### src/rtl/branch_predictor.sv
// Tournament branch direction predictor: per-PC local history + gshare global
// components, arbitrated by a per-PC 2-bit chooser. Lookup is combinational; training is registered.
module branch_predictor #(
  parameter int PC_WIDTH  = 32,
  parameter int LHT_IDX_W = 6,
  parameter int LHR_W     = 8,
  parameter int GHR_W     = 8,
  parameter int CHS_IDX_W = 8
) (
  input  logic                clk,
  input  logic                rst_n,
  input  logic [PC_WIDTH-1:0] F_PC_i,
  output logic                F_predict_o,
  output logic                F_local_predict_o,
  output logic                F_global_predict_o,
  output logic [LHR_W-1:0]    F_lhr_o,
  output logic [GHR_W-1:0]    F_ghr_o,
  input  logic                D_train_valid_i,
  input  logic [PC_WIDTH-1:0] FD_PC_i,
  input  logic                FD_train_predict_i,
  input  logic                FD_train_local_predict_i,
  input  logic                FD_train_global_predict_i,
  input  logic [LHR_W-1:0]    FD_lhr_i,
  input  logic [GHR_W-1:0]    FD_ghr_i,
  input  logic                D_train_taken_i,
  input  logic                D_train_local_taken_i,
  input  logic                D_train_global_taken_i
);

  localparam int LHT_N  = 1 << LHT_IDX_W;
  localparam int LPHT_N = 1 << LHR_W;
  localparam int GPHT_N = 1 << GHR_W;
  localparam int CHS_N  = 1 << CHS_IDX_W;

  logic [LHR_W-1:0] lht     [LHT_N];
  logic [1:0]       lpht    [LPHT_N];
  logic [1:0]       gpht    [GPHT_N];
  logic [1:0]       chooser [CHS_N];
  logic [GHR_W-1:0] ghr;

  logic [LHT_IDX_W-1:0] f_lht_idx, d_lht_idx;
  logic [CHS_IDX_W-1:0] f_chs_idx, d_chs_idx;
  logic [GHR_W-1:0]     f_gpht_idx, d_gpht_idx;
  logic [LHR_W-1:0]     f_lhr;
  logic                 f_local, f_global;
  logic                 actual;
  logic                 chooser_train;

  function automatic logic [1:0] sat_update(input logic [1:0] cnt, input logic up);
    logic [1:0] res;
    res = cnt;
    if (up) begin
      if (cnt != 2'b11) res = cnt + 2'b01;
    end else begin
      if (cnt != 2'b00) res = cnt - 2'b01;
    end
    return res;
  endfunction

  // Lookup path
  always_comb begin
    f_lht_idx  = F_PC_i[LHT_IDX_W+1:2];
    f_chs_idx  = F_PC_i[CHS_IDX_W+1:2];
    f_gpht_idx = ghr ^ F_PC_i[GHR_W+1:2];
    f_lhr      = lht[f_lht_idx];
    f_local    = lpht[f_lhr][1];
    f_global   = gpht[f_gpht_idx][1];
  end

  assign F_local_predict_o  = f_local;
  assign F_global_predict_o = f_global;
  assign F_predict_o        = chooser[f_chs_idx][1] ? f_global : f_local;
  assign F_lhr_o            = f_lhr;
  assign F_ghr_o            = ghr;

  // Training path: indices come from the echoed snapshots, not current history
  always_comb begin
    d_lht_idx     = FD_PC_i[LHT_IDX_W+1:2];
    d_chs_idx     = FD_PC_i[CHS_IDX_W+1:2];
    d_gpht_idx    = FD_ghr_i ^ FD_PC_i[GHR_W+1:2];
    actual        = ~(FD_train_predict_i ^ D_train_taken_i);
    chooser_train = D_train_valid_i && (D_train_local_taken_i != D_train_global_taken_i);
  end

  always_ff @(posedge clk or negedge rst_n) begin
    if (!rst_n) begin
      for (int unsigned i = 0; i < LPHT_N; i++) lpht[i] <= 2'b01;
    end else if (D_train_valid_i) begin
      lpht[FD_lhr_i] <= sat_update(lpht[FD_lhr_i], actual);
    end
  end

  always_ff @(posedge clk or negedge rst_n) begin
    if (!rst_n) begin
      for (int unsigned i = 0; i < GPHT_N; i++) gpht[i] <= 2'b01;
    end else if (D_train_valid_i) begin
      gpht[d_gpht_idx] <= sat_update(gpht[d_gpht_idx], actual);
    end
  end

  always_ff @(posedge clk or negedge rst_n) begin
    if (!rst_n) begin
      for (int unsigned i = 0; i < LHT_N; i++) lht[i] <= '0;
    end else if (D_train_valid_i) begin
      lht[d_lht_idx] <= {FD_lhr_i[LHR_W-2:0], actual};
    end
  end

  always_ff @(posedge clk or negedge rst_n) begin
    if (!rst_n) begin
      ghr <= '0;
    end else if (D_train_valid_i) begin
      ghr <= {ghr[GHR_W-2:0], actual};
    end
  end

  // Count up toward global when only global was right, down toward local otherwise
  always_ff @(posedge clk or negedge rst_n) begin
    if (!rst_n) begin
      for (int unsigned i = 0; i < CHS_N; i++) chooser[i] <= 2'b01;
    end else if (chooser_train) begin
      chooser[d_chs_idx] <= sat_update(chooser[d_chs_idx], D_train_global_taken_i);
    end
  end

  logic unused_inputs;
  assign unused_inputs = ^{F_PC_i, FD_PC_i, FD_train_local_predict_i, FD_train_global_predict_i};

endmodule

### config.mk
export PLATFORM = sky130hd
export DESIGN_NAME = branch_predictor
export DESIGN_NICKNAME = d
export VERILOG_FILES = /design/src/rtl/branch_predictor.sv
export SDC_FILE = /design/constraint.sdc
export NUM_CORES = 2
export LEC_CHECK = 0
export ABC_CLOCK_PERIOD_IN_PS = 10500
export BUFFER_PORTS_ARGS = -buffer_cell sky130_fd_sc_hd__buf_2
export CORE_MARGIN = 2
export CORE_UTILIZATION = 32
export CTS_CLUSTER_DIAMETER = 60
export DETAILED_ROUTE_END_ITERATION = 10
export GPL_ROUTABILITY_DRIVEN = 0
export PLACE_DENSITY = 0.56
export SKIP_CTS_REPAIR_TIMING = 1
export SLEW_MARGIN = 40
export SYNTH_ARGS = -nofsm -noshare
export SYNTH_HDL_FRONTEND = slang
export SYNTH_SLANG_ARGS = --single-unit
### constraint.sdc
create_clock -name clk -period 10.5 [get_ports clk]
set_input_delay 3.15 -clock clk [delete_from_list [all_inputs] [get_ports clk]]
set_output_delay 3.15 -clock clk [all_outputs]
set_load 0.005 [all_outputs]
==> results.py <==
metrics = {
    "floorplanning": {
        "dieArea_um2": 328300,
        "core_um2": 321700,
        "rows": 208,
        "die_y_um": 573.0,
        "initial_core_util_pct": 32.20,
        "ioPinCount": 108,
        "die_w_um": 573.0,
    },
    "routing": {
        "route.vias.total": 67710,
        "routed_wl_um": 304800,
        "vias_per_cell": 5.510,
        "routedWlPerCell_um": 24.80,
        "dr.pass1.iters": 6,
        "drcViolationCount": 0,
        "first_iter_violations": 5841,
        "antenna_left": 0,
    },
    "layout": {
        "final_layout_size_suffix_gt1_share_pct": 48.93,
        "final_core_util_pct": 37.11,
        "nets": 7857,
        "area_delta_synth_final_pct": 15.24,
        "stdcell_count": 12290,
    },
    "setup_path": {
        "cp_data_required_time_ps": 7350,
        "cp.buffers_inverters": 9,
        "r2r_slack_ps": 6000,
        "crit_arrival_ps": 7520,
        "path_class": "in -> out",
        "cpPeakStageDelay_ps": 550,
        "r2r-start": "lpht[496]",
        "crit_path_start_kind": "input pin",
        "cp_common_cell": "buf_6",
        "worstSetupEndpointType": "output pin",
        "cp_max_fo": 13,
        "slowest_stage": "mux4_2",
        "worstSetupStartpoint": "F_PC_i[2]",
        "crit_chain": "buf_16 > buf_16 > mux4_2 > mux4_2 > nor3b_1 > a311o_2 > buf_6 > clkbuf_16 > buf_8 > clkbuf_16 > a2111oi_2 > o41ai_2 > a41oi_2 > a2111o_1 > buf_6 > nor3_4 > buf_4 > buf_6",
        "crit_family": "compound AO/OA/AOI/OAI gates",
    },
    "logic_synthesis": {
        "syn_area_um2": 103600,
        "synth_ff_type": "dfrtp_1",
        "synth_top_area_share_pct": 31.11,
        "seq_area_frac_synth_pct": 50.60,
        "ys_types": 55,
        "yosys_warnings": 0,
        "yosys.area.top_type": "dfrtp_1",
        "synth.most_common_cell": "mux2_2",
        "synth_common_cells": "1,445 x mux2_2, 1,288 x dfrtp_1, 1,120 x nor2_1",
        "netlist_instances": 7794,
        "synth-edff-count": 0,
        "async_flop_share_pct": 100.0,
        "syn-num-nets": 7883,
        "synth-seq-cells": 2056,
        "yosys-top-cells-area": "dfrtp_1 31%, dfstp_2 19%, mux4_2 18%",
        "syn_area_per_cell_um2": 13.29,
    },
    "clocking": {
        "clkTransAtPathRegs_ps": 60,
        "htree_num_levels": 4,
        "clock_latency_ps": 950,
        "cts_sinks": 2056,
        "cts_buffer_depth": 4,
        "cts_made_buffers": 239,
        "clock-root-buffer": "clkbuf_16",
        "cts_tree": "done",
    },
    "sta": {
        "hold_viol": 0,
        "tightest_slew_ps": 945.3,
        "grt_setup_unrepaired": "true",
        "slew_viol_final": 0,
        "max_freq_mhz": 93.73,
        "fin_skew_ps": 78.05,
        "setup_viol": 2,
        "period_needed_ps": 10670,
        "hold_ws_ps": 480.5,
        "slew_headroom_pct": 36.74,
        "finalCritPeriodShare_pct": 101.6,
        "layout_setup_ws_ps": -169.2,
    },
    "placement": {
        "place_inst": 11780,
        "io_buffers": 57,
        "dpl.hpwl_um": 187600,
    },
    "global_routing": {
        "grt_usage_pct": 18.08,
        "grt_pass1_wl_um": 458900,
        "grt_max_degree": 185,
        "antenna_found_initial": 11,
        "grt_pass1_vias": 70440,
        "grt_remaining_overflow": 0,
    },
    "pwr": {
        "powerDensity_nw_per_um2": 175.8,
        "p_leak_uw": 0.04864,
        "ir_worst_vdd_mv": 0.1660,
    },
    "min_path": {
        "hp-class": "reg -> reg",
        "hp-start": "lht[480]",
    },
    "job": {
        "drv_cap": 0,
    },
    "outcome": {
        "violations": "negative setup slack",
        "status": "finished with violations",
    },
}
metal layers:
| metal | vias to the layer above | global-route usage [%] | part of all wire [%] |
|---|---|---|---|
| met1 | 35920 | 24.51 | 42 |
| met2 | 2338 | 29.37 | 48 |
| met3 | 569 | 3.202 | 6.8 |
| met4 | 4 | 5.733 | 3.3 |
| met5 | - | 0 | 0.0089 |
| li1 | 28880 | - | - |
worst min-delay path, cell delays in order, from the launching register on:
cell and delay [ps]:
dfrtp_1 340, nand2_1 50, o21ai_0 60
cell families (layout without fill, tap and decap cells):
kind of cell / count (synthesis) / after routing / synth area share [%]
AO/OA/AOI/OAI: 927 / 927 / 5.607
XOR/XNOR: 24 / 24 / 0.2102
adder cells (fa/ha/maj): 6 / 6 / 0.05919
buffers and inverters: 753 / 935 / 3.040
flip-flops: 2056 / 2056 / 50.60
multiplexers: 2298 / 2298 / 33.99
other: 0 / 8 / 0
AND/OR/NAND/NOR: 1730 / 1730 / 6.500
cells in the final DEF (no fill, tap or decap), types with 26 or more instances in the layout:
master / n
dfrtp_1: 1288
clkbuf_1: 59
nand2_1: 491
nor2_2: 26
nor2_1: 1092
a221oi_1: 124
clkbuf_16: 248
clkinv_2: 37
buf_12: 66
mux4_2: 831
clkbuf_8: 57
buf_6: 26
dfstp_2: 768
inv_1: 129
a21oi_1: 420
o21ai_0: 196
a2111oi_0: 110
buf_4: 188
buf_2: 41
mux2_2: 1444
worst paths after layout:
path                                      to  cells after the start
max                        F_local_predict_o                     18
min                                 lht[480]                      2
max reg2reg                        lpht[440]                      9
min reg2reg                         lht[480]                      2
max in group asynchronous          gpht[370]                      5
min in group asynchronous           lht[274]                      1
flip-flops by register name (all words and copies together) (netlist names):
name / cells
lpht: 512
F_ghr_o: 8
lht: 512
chooser: 512
gpht: 512
power by group:
part | switching, uW | internal [uW]
combinational | 1820 | 1380
clock | 3540 | 5190
sequential | 338 | 8720
area by class of cell:
type | instances | area [um^2]
Timing Repair Buffer | 352 | 3911
Inverter | 134 | 506.7
Tap cell | 4305 | 5386
Clock inverter | 95 | 1331
Sequential cell | 2056 | 52410
Antenna cell | 8 | 20.02
Fill cell | 30440 | 202300
Clock buffer | 354 | 6984
Multi-Input combinational cell | 4985 | 48820
per-stage QoR:
stage / setup TNS [ps] / cell area (um^2) / setup WS [ps] / power [uW]
after floorplan: 0 / 103600 / 274.2 / 10960
after global placement: -1125 / 109500 / -744.9 / 12130
after detailed placement: -1038 / 109900 / -702.7 / 12250
after CTS: -1045 / 118200 / -704.9 / 21040
after global routing: -458.1 / 119400 / -275.7 / 21790
final: -298.6 / 119400 / -169.2 / 20980
Power figures use the tool's default switching activity.
